$ cat config.mk
export PLATFORM = sky130hd
export DESIGN_NAME = aes_key_schedule_sequencer_flat
export DESIGN_NICKNAME = d
export VERILOG_FILES = /design/src/rtl/aes_key_schedule_sequencer_if.sv /design/src/rtl/aes_key_schedule_sequencer.sv /design/src/flat_wrapper.sv
export SDC_FILE = /design/constraint.sdc
export NUM_CORES = 1
export LEC_CHECK = 0
export CORE_MARGIN = 2
export CORE_UTILIZATION = 30
export DETAILED_ROUTE_END_ITERATION = 8
export DONT_BUFFER_PORTS = 1
export GPL_TIMING_DRIVEN = 0
export PLACE_DENSITY = 0.42
export RECOVER_POWER = 50
export SLEW_MARGIN = 10
export SYNTH_ARGS = -nofsm -noshare
export SYNTH_HDL_FRONTEND = slang
export SYNTH_SLANG_ARGS = --single-unit
$ cat constraint.sdc
create_clock -name clk -period 2 [get_ports clk]
set_clock_uncertainty 0.15 [all_clocks]
set_input_delay 0.3 -clock clk [delete_from_list [all_inputs] [get_ports clk]]
set_output_delay 0.3 -clock clk [all_outputs]
set_load 0.05 [all_outputs]
$ cat src/rtl/aes_key_schedule_sequencer_if.sv
// Handshake/control bundle between the AES top controller (master) and the
// key-schedule sequencer (slave).
//   master drives : start, abort, rk_ready
//   slave drives  : key_load, step_en, inner_state_counter, round_idx, rcon,
//                   round_key_valid, busy, done
interface aes_key_schedule_sequencer_if;
   logic       start;
   logic       abort;
   logic       rk_ready;
   logic       key_load;
   logic       step_en;
   logic [3:0] inner_state_counter;
   logic [3:0] round_idx;
   logic [7:0] rcon;
   logic       round_key_valid;
   logic       busy;
   logic       done;

   modport master (
      output start, abort, rk_ready,
      input  key_load, step_en, inner_state_counter, round_idx, rcon,
             round_key_valid, busy, done
   );

   modport slave (
      input  start, abort, rk_ready,
      output key_load, step_en, inner_state_counter, round_idx, rcon,
             round_key_valid, busy, done
   );
endinterface

$ cat src/rtl/aes_key_schedule_sequencer.sv
// AES-128 key-schedule sequencer. After start it strobes a cipher-key load,
// then alternates between emitting a round key (valid/ready) and stepping the
// inner-state counter through one round of key expansion, tracking round
// index and Rcon. All outputs come straight from registers.
// Ports:
//   clk    system clock, rising edge
//   rst_n  asynchronous active-low reset
//   bus    slave side of aes_key_schedule_sequencer_if
//
// state  | meaning
// IDLE   | waiting for start, all strobes low
// LOAD   | one cycle, key_load strobe, round/rcon/counter initialised
// EMIT   | round key round_idx valid, waiting for rk_ready
// EXPAND | step_en high, inner_state_counter sweeps 0..STEPS_PER_ROUND-1
// DONE   | one-cycle done pulse, then IDLE
module aes_key_schedule_sequencer #(
   parameter int NUM_ROUNDS      = 10,
   parameter int STEPS_PER_ROUND = 16
) (
   input logic                           clk,
   input logic                           rst_n,
   aes_key_schedule_sequencer_if.slave   bus
);

   typedef enum logic [2:0] {
      S_IDLE,
      S_LOAD,
      S_EMIT,
      S_EXPAND,
      S_DONE
   } state_t;

   localparam logic [3:0] LAST_STEP  = 4'(STEPS_PER_ROUND - 1);
   localparam logic [3:0] LAST_ROUND = 4'(NUM_ROUNDS);

   state_t     state_q;
   logic       key_load_q;
   logic       step_en_q;
   logic [3:0] cnt_q;
   logic [3:0] round_idx_q;
   logic [7:0] rcon_q;
   logic       rk_valid_q;
   logic       busy_q;
   logic       done_q;

   function automatic logic [7:0] xtime(input logic [7:0] x);
      return {x[6:0], 1'b0} ^ (x[7] ? 8'h1b : 8'h00);
   endfunction

   // Outputs are set on the transition into the state that owns them, so
   // every output is a plain flop.
   always_ff @(posedge clk or negedge rst_n) begin
      if (!rst_n) begin
         state_q     <= S_IDLE;
         key_load_q  <= 1'b0;
         step_en_q   <= 1'b0;
         cnt_q       <= 4'd0;
         round_idx_q <= 4'd0;
         rcon_q      <= 8'h01;
         rk_valid_q  <= 1'b0;
         busy_q      <= 1'b0;
         done_q      <= 1'b0;
      end else if (bus.abort) begin
         // round_idx and rcon are left as they were; the next LOAD reinitialises them
         state_q    <= S_IDLE;
         key_load_q <= 1'b0;
         step_en_q  <= 1'b0;
         cnt_q      <= 4'd0;
         rk_valid_q <= 1'b0;
         busy_q     <= 1'b0;
         done_q     <= 1'b0;
      end else begin
         case (state_q)
            S_IDLE: begin
               done_q <= 1'b0;
               if (bus.start) begin
                  state_q     <= S_LOAD;
                  key_load_q  <= 1'b1;
                  busy_q      <= 1'b1;
                  round_idx_q <= 4'd0;
                  rcon_q      <= 8'h01;
                  cnt_q       <= 4'd0;
               end
            end
            S_LOAD: begin
               state_q    <= S_EMIT;
               key_load_q <= 1'b0;
               rk_valid_q <= 1'b1;
            end
            S_EMIT: begin
               if (bus.rk_ready) begin
                  rk_valid_q <= 1'b0;
                  if (round_idx_q == LAST_ROUND) begin
                     state_q <= S_DONE;
                     done_q  <= 1'b1;
                     busy_q  <= 1'b0;
                  end else begin
                     state_q     <= S_EXPAND;
                     round_idx_q <= round_idx_q + 4'd1;
                     cnt_q       <= 4'd0;
                     step_en_q   <= 1'b1;
                  end
               end
            end
            S_EXPAND: begin
               if (cnt_q == LAST_STEP) begin
                  state_q    <= S_EMIT;
                  cnt_q      <= 4'd0;
                  rcon_q     <= xtime(rcon_q);
                  step_en_q  <= 1'b0;
                  rk_valid_q <= 1'b1;
               end else begin
                  cnt_q <= cnt_q + 4'd1;
               end
            end
            S_DONE: begin
               state_q <= S_IDLE;
               done_q  <= 1'b0;
            end
            default: begin
               state_q    <= S_IDLE;
               key_load_q <= 1'b0;
               step_en_q  <= 1'b0;
               cnt_q      <= 4'd0;
               rk_valid_q <= 1'b0;
               busy_q     <= 1'b0;
               done_q     <= 1'b0;
            end
         endcase
      end
   end

   assign bus.key_load            = key_load_q;
   assign bus.step_en             = step_en_q;
   assign bus.inner_state_counter = cnt_q;
   assign bus.round_idx           = round_idx_q;
   assign bus.rcon                = rcon_q;
   assign bus.round_key_valid     = rk_valid_q;
   assign bus.busy                = busy_q;
   assign bus.done                = done_q;

endmodule

$ cat src/flat_wrapper.sv
// flat-port wrapper written by rule: the top's interface ports become plain ports
module aes_key_schedule_sequencer_flat 
#(
   parameter int NUM_ROUNDS      = 10,
   parameter int STEPS_PER_ROUND = 16
)
  (clk, rst_n, bus_start, bus_abort, bus_rk_ready, bus_key_load, bus_step_en, bus_inner_state_counter, bus_round_idx, bus_rcon, bus_round_key_valid, bus_busy, bus_done);
  aes_key_schedule_sequencer_if bus_i ();
  input logic clk;
  input logic rst_n;
  input wire logic [$bits(bus_i.start)-1:0] bus_start;
  input wire logic [$bits(bus_i.abort)-1:0] bus_abort;
  input wire logic [$bits(bus_i.rk_ready)-1:0] bus_rk_ready;
  output wire logic [$bits(bus_i.key_load)-1:0] bus_key_load;
  output wire logic [$bits(bus_i.step_en)-1:0] bus_step_en;
  output wire logic [$bits(bus_i.inner_state_counter)-1:0] bus_inner_state_counter;
  output wire logic [$bits(bus_i.round_idx)-1:0] bus_round_idx;
  output wire logic [$bits(bus_i.rcon)-1:0] bus_rcon;
  output wire logic [$bits(bus_i.round_key_valid)-1:0] bus_round_key_valid;
  output wire logic [$bits(bus_i.busy)-1:0] bus_busy;
  output wire logic [$bits(bus_i.done)-1:0] bus_done;
  assign bus_i.start = bus_start;
  assign bus_i.abort = bus_abort;
  assign bus_i.rk_ready = bus_rk_ready;
  assign bus_key_load = bus_i.key_load;
  assign bus_step_en = bus_i.step_en;
  assign bus_inner_state_counter = bus_i.inner_state_counter;
  assign bus_round_idx = bus_i.round_idx;
  assign bus_rcon = bus_i.rcon;
  assign bus_round_key_valid = bus_i.round_key_valid;
  assign bus_busy = bus_i.busy;
  assign bus_done = bus_i.done;
  aes_key_schedule_sequencer #(.NUM_ROUNDS(NUM_ROUNDS), .STEPS_PER_ROUND(STEPS_PER_ROUND)) u_core (.clk(clk), .rst_n(rst_n), .bus(bus_i));
endmodule
# Yosys cells after proc, flatten, opt, wreduce, memory -nomap -nowiden
# Cells that the tools add are included.
op_classes:
  addsub: 2
  multipliers: 0
  n_div: 0
  order_cmp: 0
  eq_ne: 21
  n_shift: 0
  n_mux: 39
  n_bitwise: 2
  reduce_logical: 18
ops:
  columns: ["cell", "count"]
  rows:
  - ["$mux 4", 7]
  - ["$mux 8", 2]
  - ["$pmux 4 s4", 1]
  - ["$pmux 8 s2", 1]
  - ["$reduce_and 4->1", 4]
  - ["$mux 1", 15]
  - ["$mux 3", 5]
  - ["$ne 2x1->1 const B", 7]
  - ["$pmux 3 s4", 1]
  - ["$ne 3x3->1 const B", 3]
  - ["$reduce_and 3->1", 3]
  - ["$reduce_or 3->1", 3]
  - ["$add 4x1->4 const B", 2]
  - ["$eq 4x4->1 const B", 2]
  - ["$pmux 4 s2", 1]
  - ["$xor 8x8->8", 1]
  - ["$eq 3x2->1 const B", 2]
  - ["$ne 2x2->1 const B", 3]
  - ["$ne 3x2->1 const B", 2]
  - ["$pmux 1 s3", 2]
  - ["$reduce_or 2->1", 3]
  - ["$mux 5", 1]
  - ["$reduce_and 5->1", 1]
  - ["$pmux 1 s2", 2]
  - ["7 further kinds", 8]
totals:
  ff_bits: 24
  latchBits: 0
  ramBits: 0
  romBits: 0
  in_bits: 5
  out_inout_bits: 21
  mem_count: 0

# Longest topological paths before layout
logic_depth:
  word_depth: 5
  depth_mapped: 6
  mapped_depth_nobuf: 6

# Least setup slack after synthesis
# Ideal clock, no wire load.
synth_timing:
  kind: "register to register"
  start: "register u_core.round_idx_q[0] (netlist: u_core.bus.round_idx[0])"
  end: "register u_core.round_idx_q[1] (netlist: u_core.bus.round_idx[1])"
  arrival_time_ps: 1806
  slack_ps: -84
  path_stages_with_launch: 7
  synth_period_minus_slack_ps: 2084
  cell_sequence: "dfrtp_1 inv_1 ha_1 and3b_1 o21ai_0 nand2_1 mux2_1"
synth_via:
  elab_chain_cells: 4
  elab_cells_between_ends: 7
  cone_classes: "add/sub (1); eq/ne (2); mux (3); reduce/logical (1)"
synth_rtl:
  columns: ["element", "line_no", "rtl"]
  rows:
  - ["start: declaration", "aes_key_schedule_sequencer.sv:40", "logic [3:0] round_idx_q;"]
  - ["start signal: assignment", "aes_key_schedule_sequencer.sv:99", "round_idx_q <= round_idx_q + 4'd1;"]
  - ["$add 4x1->4", "aes_key_schedule_sequencer.sv:99", null]
  - ["$mux 4", "aes_key_schedule_sequencer.sv:93", "if (round_idx_q == LAST_ROUND) begin"]
  - ["$mux 4", "aes_key_schedule_sequencer.sv:91", "if (bus.rk_ready) begin"]
  - ["$pmux 4 s2", "aes_key_schedule_sequencer.sv:73", "case (state_q)"]
# Parallel ways exist; a longest one is shown, timed or not. The select of a mux whose other input is x is not followed.
# A chain may end at the register's enable or synchronous reset.

# Worst setup path in the final report
# Ends and elaborated chain as after synthesis.

==> flow_metrics.py <==
metrics = {
    "outcome": {
        "outcome": "finished, final reports clean",
    },
    "critical_path": {
        "arrival_ps": 1910,
        "ff2ff_setup_slack_ps": 100,
        "worstRegToRegCells": 6,
        "startpoint_type": "flip-flop",
        "crit_type": "reg -> reg",
        "cp-startpoint": "u_core.bus.round_idx[0]",
        "endpoint": "u_core.bus.round_idx[1]",
        "r2r-start": "u_core.bus.round_idx[0]",
        "reg2reg_to": "u_core.bus.round_idx[1]",
        "cp_data_required_time_ps": 2010,
        "slowest_delay_ps": 580,
        "worst_setup_path_end_kind": "flip-flop",
        "worstPathMaxFanout": 6,
        "path_cells": "inv_2 > ha_2 > and3b_2 > o21ai_2 > nand2_2 > mux2_1",
        "crit_slowest_cell": "dfrtp_2",
    },
    "power": {
        "ir_drop_v": 0.000254,
        "power_density_nw_per_um2": 892,
        "leakagePower_uw": 0.000692,
    },
    "grt": {
        "antenna_found_initial": 0,
        "grt_pass1_wl_um": 5250,
        "grt_usage_pct": 13.2,
        "grt_max_degree": 25,
        "overflow": 0,
        "grt_pass1_vias": 1089,
    },
    "logic_synthesis": {
        "synth_ff_type": "dfrtp_1",
        "yosysSeqAreaShare_pct": 45.5,
        "syn_avg_cell_area_um2": 9.88,
        "async_reset_ff_share_pct": 100,
        "synth_top_area_share_pct": 43.5,
        "ys_top_cells_by_area": "dfrtp_1 43%, mux2_2 4.3%, mux2i_1 3.8%",
        "syn-num-nets": 142,
        "synth_edf_count": 0,
        "synth_seq_cells": 24,
        "ys_warn_count": 0,
        "yosys.area.top_type": "dfrtp_1",
        "synthCells": 134,
        "synthesis.area_um2": 1320,
        "synth_cell_type_count": 42,
    },
    "layout": {
        "final_nets": 152,
        "layout_common_cells": "18 x dfrtp_1, 12 x nor2_1, 11 x nand2_1",
        "area_growth_pct": 19.9,
        "antenna_cells": 0,
        "final_layout_size_suffix_gt1_share_pct": 29.4,
        "layout_commonest_cell": "dfrtp_1",
        "layout.cells.non_filler": 195,
    },
    "sta": {
        "fin_crit_sh_pct": 95.0,
        "fmax_ghz": 0.526,
        "period_needed_ps": 1900,
        "drv_slew": 0,
        "setup_viol": 0,
        "rsz0062_at_grt": "no",
        "hold_violations": 0,
        "setup_slack_ps": 99.5,
        "tightestPinTransition_ps": 626,
        "slew_headroom_pct": 58.3,
    },
    "detailed_routing": {
        "wl_per_cell_um": 16.2,
        "via_count": 1033,
        "via_per_inst": 5.30,
        "drt_iter0_drc": 46,
        "ant_nets": 0,
        "routed_wl_um": 3150,
        "first_pass_iters": 4,
        "drc": 0,
    },
    "clocking": {
        "cts_inserted_buffers": 3,
        "cts_tree": "done",
        "ctsLongestPathBuffers": 2,
        "cts_num_sinks": 24,
        "path_clk_slew_ps": 90,
        "clk_latency_ps": 280,
        "ctsHtreeMaxLevel": 1,
        "cts-root-buf": "clkbuf_8",
    },
    "floorplan": {
        "std_cell_rows": 24,
        "die_w_um": 70.4,
        "core_um2": 4290,
        "start_util_pct": 30.8,
        "dieArea_um2": 4960,
        "die_y_um": 70.4,
        "ios": 26,
    },
    "placed_design": {
        "portBuffers": 0,
        "routabilityCongestion": 0.730,
        "dpl.hpwl_um": 2210,
        "numPlacedInstances": 186,
        "preCtsSetupSlack_ps": -173,
    },
    "min_path": {
        "min_path_type": "in -> reg",
    },
    "run": {
        "maxCapViolations": 0,
    },
}
==> kinds of logic (layout without fill, tap and decap cells) <==
logic type	Yosys count	count (layout)	synth area share (%)
compound gates	29	29	15.8
xor+xnor	4	4	2.65
fa+ha+maj	3	3	2.84
buf+inv	11	20	4.16
flops	24	24	45.5
mux	11	11	8.88
simple gates	52	52	20.2
==> synthesized netlist by cell type, types with 2 or more instances <==
cell / n
buf_2: 2
a22o_1: 2
a31oi_1: 2
nand4_1: 2
nor2_1: 12
a211oi_1: 3
nand3_1: 4
ha_1: 3
mux2_2: 5
nor3b_1: 3
inv_1: 7
mux2i_1: 5
o21ai_2: 2
a21oi_1: 7
a21o_1: 3
dfrtp_1: 23
xnor2_1: 3
o21ai_0: 4
nor3_1: 6
nand2_1: 12
nand3b_1: 3
==> worst max-delay path: cells and delay by family, from the launching register on <==
family          cells  cell delay, ps
fa+ha+maj           1             190
compound gates      1             150
flops               1             580
mux                 1             330
buf+inv             1              60
simple gates        2             340
==> how the worst min path moves through the flow <==
stage,startpoint,end,slack [ps],depth (start not counted)
6_report,bus_rk_ready,u_core.bus.step_en,80,2
5_1_grt,bus_rk_ready,u_core.bus.step_en,120,2
4_1_cts,bus_rk_ready,u_core.bus.step_en,80,2
3_5_place_dp,rst_n,u_core.bus.round_idx[2],-140,0
3_3_place_gp,rst_n,u_core.bus.round_idx[2],-140,0
2_1_floorplan,rst_n,u_core.bus.busy,-150,0
==> repair_timing <==
action	4_1_cts	5_1_grt
hold buffers	2	0
resized for setup	10	12
setup endpoints to repair	16	11
endpoints found under the hold margin	24	0
setup buffers	3	0
pin swaps	1	4
==> state kept, by name, indices dropped and copies added, names as in the netlist <==
register	count
u_core.bus.round_idx	4
u_core.bus.inner_state_counter	4
u_core.bus.key_load	1
u_core.bus.rcon	8
u_core.bus.done	1
u_core.state_q	3
u_core.bus.step_en	1
u_core.bus.busy	1
u_core.bus.round_key_valid	1
==> per-stage QoR <==
step	power, uW	util, %	hold slack (ps)	TNS (ps)	instance area, um2
2_1_floorplan	869	-	-146	0	1330
3_3_place_gp	920	32.4	-145	-1090	1390
3_5_place_dp	927	32.4	-145	-1220	1390
4_1_cts	1400	35.8	81.8	0	1540
5_1_grt	1480	37.0	120	0	1590
6_report	1420	37.0	79.7	0	1590
==> cell type report <==
type	instances	area (um2)
sequential	24	608
inverter	7	26.3
clock inverter	1	30.0
timing repair buffer	5	52.6
fill	424	2710
tap	52	65.1
multi-input combinational	99	736
buffer	4	28.8
clock buffer	3	41.3
==> report_power, final <==
part / internal (uW) / switching, uW
Sequential: 525 / 160
Combinational: 126 / 165
Clock: 268 / 171
==> metal layers <==
layer	GRT usage [%]	vias up	share of wire, %	wire [um]
li1	-	499	-	-
met1	17.9	502	48	1520
met2	20.5	28	45	1420
met3	3.61	4	5.6	177
met4	3.63	0	1.1	36
met5	0	-	0	0
No activity file was read; power rests on OpenSTA's default activity.
